[src/rtl/rca_pkg.sv]
`default_nettype none
// ============================================================================
//  Module      : rca_pkg
//  Description : Shared definitions for the ripple-carry shift-and-add
//                multiplier: FSM state encodings, default operand width and
//                the product width expression.
//  Revision    : 1.0 - initial release
// ============================================================================
package rca_pkg;

  // Default operand width used when the multiplier is not overridden
  localparam int DEFAULT_WIDTH = 8;

  // Control FSM encoding
  typedef enum logic [1:0] {
    IDLE = 2'd0,
    RUN  = 2'd1,
    DONE = 2'd2
  } state_e;

  // An unsigned WxW product needs exactly 2*W bits
  function automatic int prod_width(input int w);
    return 2 * w;
  endfunction

endpackage
`default_nettype wire

[src/rtl/generic_ripple_carry_adder_detailed_routing.sv]
`default_nettype none
// ============================================================================
//  Module      : generic_ripple_carry_adder_detailed_routing
//  Description : WIDTH-bit ripple-carry adder built from a chain of full
//                adders; carry-in enters bit 0, carry-out leaves the MSB.
//  Revision    : 1.0 - initial release
// ============================================================================
module generic_ripple_carry_adder_detailed_routing #(
  parameter int WIDTH = 8
) (
  input  logic [WIDTH-1:0] a,
  input  logic [WIDTH-1:0] b,
  input  logic             cin,
  output logic [WIDTH-1:0] sum,
  output logic             cout
);

  // Carry chain: carry[i] enters bit i, carry[WIDTH] is the final carry-out
  logic [WIDTH:0] carry;

  assign carry[0] = cin;

  // One full adder per bit position
  generate
    for (genvar i = 0; i < WIDTH; i++) begin : g_bit
      assign sum[i]     = a[i] ^ b[i] ^ carry[i];
      assign carry[i+1] = (a[i] & b[i]) | (carry[i] & (a[i] ^ b[i]));
    end
  endgenerate

  assign cout = carry[WIDTH];

endmodule
`default_nettype wire

[src/rtl/rca_shift_add_multiplier.sv]
`default_nettype none
// ============================================================================
//  Module      : rca_shift_add_multiplier
//  Description : Sequential unsigned WIDTHxWIDTH shift-and-add multiplier.
//                One ripple-carry adder step per cycle adds the multiplicand
//                into the upper half of the running partial product, which
//                then shifts right with the adder carry. Valid/ready
//                handshakes on both operand input and product output.
//  Revision    : 1.0 - initial release
// ============================================================================
module rca_shift_add_multiplier
  import rca_pkg::*;
#(
  parameter int WIDTH = DEFAULT_WIDTH
) (
  input  logic                 clk,
  input  logic                 rst,
  input  logic                 in_valid,
  output logic                 in_ready,
  input  logic [WIDTH-1:0]     a,
  input  logic [WIDTH-1:0]     b,
  output logic                 out_valid,
  input  logic                 out_ready,
  output logic [2*WIDTH-1:0]   product
);

  localparam int PW = prod_width(WIDTH);
  localparam int CW = $clog2(WIDTH);
  localparam logic [CW-1:0] LAST_STEP = CW'(WIDTH - 1);

  // Control and datapath state
  state_e           state_q, state_d;
  logic [WIDTH-1:0] mcand_q, mcand_d;
  // Partial product: the conceptual extra MSB above bit 2W-1 is always zero
  // after every shift, so only the lower 2W bits are stored.
  logic [PW-1:0]    p_q, p_d;
  logic [CW-1:0]    cnt_q, cnt_d;
  logic [PW-1:0]    product_q, product_d;

  // Adder hookup
  logic [WIDTH-1:0] add_a;
  logic [WIDTH-1:0] add_b;
  logic [WIDTH-1:0] add_sum;
  logic             add_cout;

  assign add_a = p_q[PW-1:WIDTH];
  assign add_b = p_q[0] ? mcand_q : '0;

  generic_ripple_carry_adder_detailed_routing #(
    .WIDTH (WIDTH)
  ) u_adder (
    .a    (add_a),
    .b    (add_b),
    .cin  (1'b0),
    .sum  (add_sum),
    .cout (add_cout)
  );

  // State and datapath registers, cleared synchronously
  always_ff @(posedge clk) begin
    if (rst) begin
      state_q   <= IDLE;
      mcand_q   <= '0;
      p_q       <= '0;
      cnt_q     <= '0;
      product_q <= '0;
    end else begin
      state_q   <= state_d;
      mcand_q   <= mcand_d;
      p_q       <= p_d;
      cnt_q     <= cnt_d;
      product_q <= product_d;
    end
  end

  // Next-state logic: accept in IDLE, WIDTH steps in RUN, hold in DONE
  always_comb begin
    state_d = state_q;
    case (state_q)
      IDLE:    if (in_valid) state_d = RUN;
      RUN:     if (cnt_q == LAST_STEP) state_d = DONE;
      DONE:    if (out_ready) state_d = IDLE;
      default: state_d = IDLE;
    endcase
  end

  // Datapath: operand capture, shift-and-add step, product latch on last step
  always_comb begin
    mcand_d   = mcand_q;
    p_d       = p_q;
    cnt_d     = cnt_q;
    product_d = product_q;
    case (state_q)
      IDLE: begin
        if (in_valid) begin
          mcand_d = a;
          p_d     = {{WIDTH{1'b0}}, b};
          cnt_d   = '0;
        end
      end
      RUN: begin
        p_d   = {add_cout, add_sum, p_q[WIDTH-1:1]};
        cnt_d = cnt_q + 1'b1;
        if (cnt_q == LAST_STEP) begin
          product_d = p_d;
        end
      end
      default: begin
      end
    endcase
  end

  // Handshake outputs decoded from registered state only
  always_comb begin
    in_ready  = (state_q == IDLE);
    out_valid = (state_q == DONE);
    product   = product_q;
  end

endmodule
`default_nettype wire

[config.mk]
export PLATFORM = sky130hd
export DESIGN_NAME = rca_shift_add_multiplier
export DESIGN_NICKNAME = d
export VERILOG_FILES = /design/src/rtl/rca_pkg.sv /design/src/rtl/generic_ripple_carry_adder_detailed_routing.sv /design/src/rtl/rca_shift_add_multiplier.sv
export SDC_FILE = /design/constraint.sdc
export NUM_CORES = 1
export LEC_CHECK = 0
export ABC_AREA = 0
export CORE_UTILIZATION = 41
export CTS_CLUSTER_DIAMETER = 50
export DETAILED_ROUTE_END_ITERATION = 10
export PLACE_DENSITY_LB_ADDON = 0.15
export SLEW_MARGIN = 20
export SYNTH_ARGS = -nofsm -noshare
export SYNTH_HDL_FRONTEND = slang
export SYNTH_SLANG_ARGS = --single-unit
[constraint.sdc]
create_clock -name clk -period 3.6 [get_ports clk]
set_input_delay 0.36 -clock clk [delete_from_list [all_inputs] [get_ports clk]]
set_output_delay 0.36 -clock clk [all_outputs]
set_load 0.01 [all_outputs]
## Word level (Yosys, flattened, before mapping)

Cells that the tools add are included.

| operators by class | value |
|---|---|
| $add $sub $neg | 1 |
| multipliers | 0 |
| divide/modulo/power cells | 0 |
| magnitude comparators | 0 |
| equality and inequality tests | 6 |
| shifts and indexed selects | 0 |
| mux-type cells | 9 |
| bitwise gates (word level) | 37 |
| reduce and logical (&&, ||, !) cells | 6 |

Operators with widths:

| operator | number |
|---|---|
| $pmux 16 s2 | 1 |
| $mux 16 | 1 |
| $and 1x1->1 | 15 |
| $xor 1x1->1 | 15 |
| $mux 8 | 1 |
| $or 1x1->1 | 7 |
| $mux 2 | 3 |
| $pmux 2 s3 | 1 |
| $pmux 3 s2 | 1 |
| $reduce_and 2->1 | 3 |
| $ne 2x2->1 const B | 2 |
| $add 3x1->3 const B | 1 |
| $eq 3x3->1 const B | 1 |
| $mux 3 | 1 |
| $reduce_and 3->1 | 1 |
| $eq 2x1->1 const B | 1 |
| $eq 2x2->1 const B | 1 |
| $logic_not 2->1 | 1 |
| $ne 2x1->1 const B | 1 |
| $reduce_bool 2->1 | 1 |

| storage, ports and cells | value |
|---|---|
| bits in registers | 45 |
| latch bits | 0 |
| bits in writable memories | 0 |
| bits in read-only memories | 0 |
| input bits | 20 |
| output and inout port bits | 18 |
| logic and storage cells | 64 |
| memories | 0 |

## Longest topological paths before layout

| depth | value |
|---|---|
| depth in word-level cells | 17 |
| mapped depth | 19 |
| gate-level depth less buffers | 18 |

## Hierarchy

A second synthesis with hierarchy kept.

| unflattened totals | value |
|---|---|
| cell total of the unflattened synthesis | 222 |
| area, all modules | 2014.4 sq um |

Modules (own cells, without submodules):

| module | instances | cells an instance | area each (sq um) | seq. area each (sq um) |
|---|---|---|---|---|
| rca_shift_add_multiplier | 1 | 204 | 1816.7 | 900.9 |
| generic_ripple_carry_adder_detailed_routing | 1 | 18 | 197.7 | 0.0 |

## Least setup slack after synthesis

OpenSTA, ideal clock, no wires.

| timing path | value |
|---|---|
| kind | register -> register |
| start | register p_q[0] |
| end | register p_q[14] |
| setup time | 0.128 ns |
| arrival | 3.306 ns |
| required time | 3.472 ns |
| path slack | 0.167 ns |
| cell stages (with the launch flop) | 20 |
| buffers on the path | 1 |
| period minus slack after synthesis | 3.433 ns |
| cell sequence | dfxtp_1 clkbuf_1 and2_1 ha_1 inv_1 fa_1 inv_1 fa_1 inv_1 fa_1 inv_1 fa_1 inv_1 fa_1 inv_1 fa_1 inv_1 fa_1 a2bb2oi_1 nor2_1 |

| between the ends | value |
|---|---|
| cells in the longest elaborated chain, start to end | 16 |
| elaborated cells on any way between the ends | 29 |
| classes of those cells | 2 x mux; 27 x bitwise |

RTL lines:

| what | RTL line | source |
|---|---|---|
| from (decl) | rca_shift_add_multiplier.sv:36 | `logic [PW-1:0] p_q, p_d;` |
| from (signal assigned) | rca_shift_add_multiplier.sv:70 | `p_q <= p_d;` |
| $mux 8 * | rca_shift_add_multiplier.sv:47 | `assign add_b = p_q[0] ? mcand_q : '0;` |
| $and 1x1->1 / $xor 1x1->1 (equally long branches) | generic_ripple_carry_adder_detailed_routing.sv:27 | `assign carry[i+1] = (a[i] & b[i]) \| (carry[i] & (a[i] ^ b[i]));` |
| $and 1x1->1 | generic_ripple_carry_adder_detailed_routing.sv:27 |  |
| $or 1x1->1 | generic_ripple_carry_adder_detailed_routing.sv:27 |  |
| $and 1x1->1 | generic_ripple_carry_adder_detailed_routing.sv:27 |  |
| $or 1x1->1 | generic_ripple_carry_adder_detailed_routing.sv:27 |  |
| $and 1x1->1 | generic_ripple_carry_adder_detailed_routing.sv:27 |  |
| $or 1x1->1 | generic_ripple_carry_adder_detailed_routing.sv:27 |  |
| $and 1x1->1 | generic_ripple_carry_adder_detailed_routing.sv:27 |  |
| $or 1x1->1 | generic_ripple_carry_adder_detailed_routing.sv:27 |  |
| $and 1x1->1 | generic_ripple_carry_adder_detailed_routing.sv:27 |  |
| $or 1x1->1 | generic_ripple_carry_adder_detailed_routing.sv:27 |  |
| $and 1x1->1 | generic_ripple_carry_adder_detailed_routing.sv:27 |  |
| $or 1x1->1 | generic_ripple_carry_adder_detailed_routing.sv:27 |  |
| $xor 1x1->1 * | generic_ripple_carry_adder_detailed_routing.sv:26 | `assign sum[i] = a[i] ^ b[i] ^ carry[i];` |
| $pmux 16 s2 * | rca_shift_add_multiplier.sv:93 | `case (state_q)` |

Every way passes the cells marked *; elsewhere a longest branch is shown, timed or not.
A chain may end at the register's enable or synchronous reset.

## Worst setup path after layout

Same ends and word-level chain as after synthesis.

==> results.json <==
{
  "status": "finished clean",
  "cts_setup_buffers": 0,
  "layout_setup_ws_ps": 232.3,
  "ir_worst_vdd_uv": 196.4,
  "routed_wl_um": 4052,
  "finClkSkew_ps": 6.151,
  "first_pass_iters": 3,
  "cts_root_buf": "clkbuf_8",
  "startpoint": "p_q[0]$_SDFFE_PP0P_",
  "ys_seq_area_frac": 0.4369,
  "area_delta_synth_final_pct": 20.69,
  "leakagePower_nw": 0.8912,
  "worst_slew_pin_slew_ps": 971.4,
  "postLayoutCellArea_mm2": 0.002489,
  "endpoint": "p_q[14]$_SDFFE_PP0P_",
  "nets": 277,
  "clock_latency_ps": 290,
  "syn_nets": 248,
  "hold_path_class": "reg -> reg",
  "fin_tns_setup_ps": 0,
  "grt_pass1_wl_um": 6617,
  "startpoint_type": "flip-flop",
  "crit_arrival_ps": 3510,
  "critPathKind": "reg -> reg",
  "r2r_cells": 18,
  "cts_tree": "done",
  "place_ws_ps": 219.9,
  "avgSynthCellArea_um2": 9.459,
  "fp-row-count": 25,
  "postCtsHoldBufs": 0,
  "setup_viol": 0,
  "die_x_um": 72.92,
  "dpl_cell_area_mm2": 0.002402,
  "slew_violations": 0,
  "grt_usage": 0.1675,
  "grt_pass1_vias": 1381,
  "core_area_mm2": 0.004786,
  "p_total_mw": 0.9297,
  "yosysUniqueCellTypes": 27,
  "cts_buffer_depth": 2,
  "placed_cells": 307,
  "ioPinCount": 38,
  "cts.htree.levels": 2,
  "route.detailed.vias_per_inst": 4.768,
  "synth_edf_count": 0,
  "fin_crit_sh": 0.9355,
  "hold_depth": 2,
  "grt_overflow_total": 0,
  "layout_min_cycle_time_ps": 3368,
  "wire_per_inst_um": 12.90,
  "num_vias": 1497,
  "finalHoldViolations": 0,
  "die_area_mm2": 0.005317,
  "route.detailed.drc": 0,
  "synth_area_mm2": 0.002062,
  "fp.dieH_um": 72.92,
  "crit_path_end_kind": "flip-flop",
  "place_congestion": 0.7374,
  "r2r_start": "p_q[0]$_SDFFE_PP0P_",
  "cap_violations": 0,
  "cts_buffers": 5,
  "r2r_slack_ps": 230,
  "fillers": 481,
  "final_cell_mix": "45 x dfxtp_1, 42 x nand2_1, 36 x clkdlybuf4s50_1",
  "postSynth.asyncResetShare": 0,
  "ys_ff_latch": 45,
  "grt_antenna_before_repair": 0,
  "synth_top_flop_cell": "dfxtp_1",
  "finalNonFillerCells": 314,
  "multi_input_area_um2": 999.7,
  "final_common_cell": "dfxtp_1",
  "grt_start_max_net_pins": 46,
  "cts-resized-gates": 0,
  "final_core_util": 0.5200,
  "clk_pin_slew_ps": 80,
  "drtIter0Drc": 89,
  "synth_cells": 218,
  "rsz0062_at_grt": "false",
  "cts_sinks": 45,
  "seqCellArea_um2": 900.9,
  "yosys_warnings": 0,
  "ant_nets": 0,
  "holdWs_ps": 453.4,
  "crit_required_ps": 3740,
  "dp_hpwl_um": 2697,
  "fmax_ghz": 0.2969,
  "cp_max_fo": 2,
  "drive_gt1_frac": 0.1174,
  "start_util": 0.4308,
  "r2r_end": "p_q[14]$_SDFFE_PP0P_",
  "p_per_area_mw_per_mm2": 373.6,
  "num_antenna_cells": 0,
  "max-slew-margin-rel": 0.3524,
  "portBuffers": 37
}
area by class of cell:
| class | instances | share of cell area |
|---|---|---|
| Timing Repair Buffer | 38 | 0.1498 |
| Sequential cell | 45 | 0.3620 |
| Clock buffer | 7 | 0.03469 |
| Multi-Input combinational cell | 145 | 0.4017 |
| Inverter | 12 | 0.01810 |
| Tap cell | 67 | 0.03369 |
power by group:
part           internal [mW]  leakage, nW  switching (mW)
Clock                  0.152       0.0443           0.155
Sequential             0.513        0.366          0.0151
Combinational         0.0470        0.481          0.0465
Total                  0.713        0.891           0.217
worst min path at each step:
stage                                  startpoint                      end  slack, ps
after CTS                 mcand_q[0]$_SDFFE_PP0P_  mcand_q[0]$_SDFFE_PP0P_        460
final                     mcand_q[0]$_SDFFE_PP0P_  mcand_q[0]$_SDFFE_PP0P_        450
after global routing      mcand_q[5]$_SDFFE_PP0P_  mcand_q[5]$_SDFFE_PP0P_        470
after global placement    mcand_q[6]$_SDFFE_PP0P_  mcand_q[6]$_SDFFE_PP0P_        440
after detailed placement  mcand_q[0]$_SDFFE_PP0P_  mcand_q[0]$_SDFFE_PP0P_        440
after floorplan           mcand_q[0]$_SDFFE_PP0P_  mcand_q[0]$_SDFFE_PP0P_        430
state kept, by name, indices dropped and copies added (netlist names):
register	cells
product	16
p_q	16
mcand_q	8
state_q	2
cnt_q	3
per-layer routing:
layer	GRT usage	wire length, um
met5	0	0
met4	0.06536	48
met3	0.04558	121
met2	0.2606	1924
met1	0.2214	1957
synthesized netlist by cell type (all sizes together), types with 2 or more instances:
library cell  count  share of area
a21oi            20          0.049
fa                7          0.068
nand2b            2         0.0061
ha                3          0.018
nor2b             2         0.0061
a211oi           13          0.079
buf              12          0.049
nand2            42          0.076
and2              4          0.012
a2bb2oi           5          0.021
mux2i            10          0.049
nor2             25          0.053
dfxtp            45           0.44
clkbuf            4         0.0073
a22oi             5          0.018
inv              12          0.022
critical path, stage by stage (launching register included):
cell	delay, ps
dfxtp_1	330
and2_1	120
ha_1	140
inv_1	50
fa_1	340
inv_1	70
fa_1	150
inv_1	50
fa_1	340
inv_1	70
fa_1	150
inv_1	50
fa_1	350
inv_1	70
fa_1	160
inv_1	50
fa_1	510
a2bb2oi_1	170
nor2_1	50
cells by family after synthesis:
logic type | synth area share
adders and majority gates | 0.08616
DFF | 0.4369
buffers and inverters | 0.07827
and+or+nand+nor | 0.1748
AOI/OAI and AO/OA | 0.1754
muxes | 0.04855
Power figures use the tool's default switching activity.
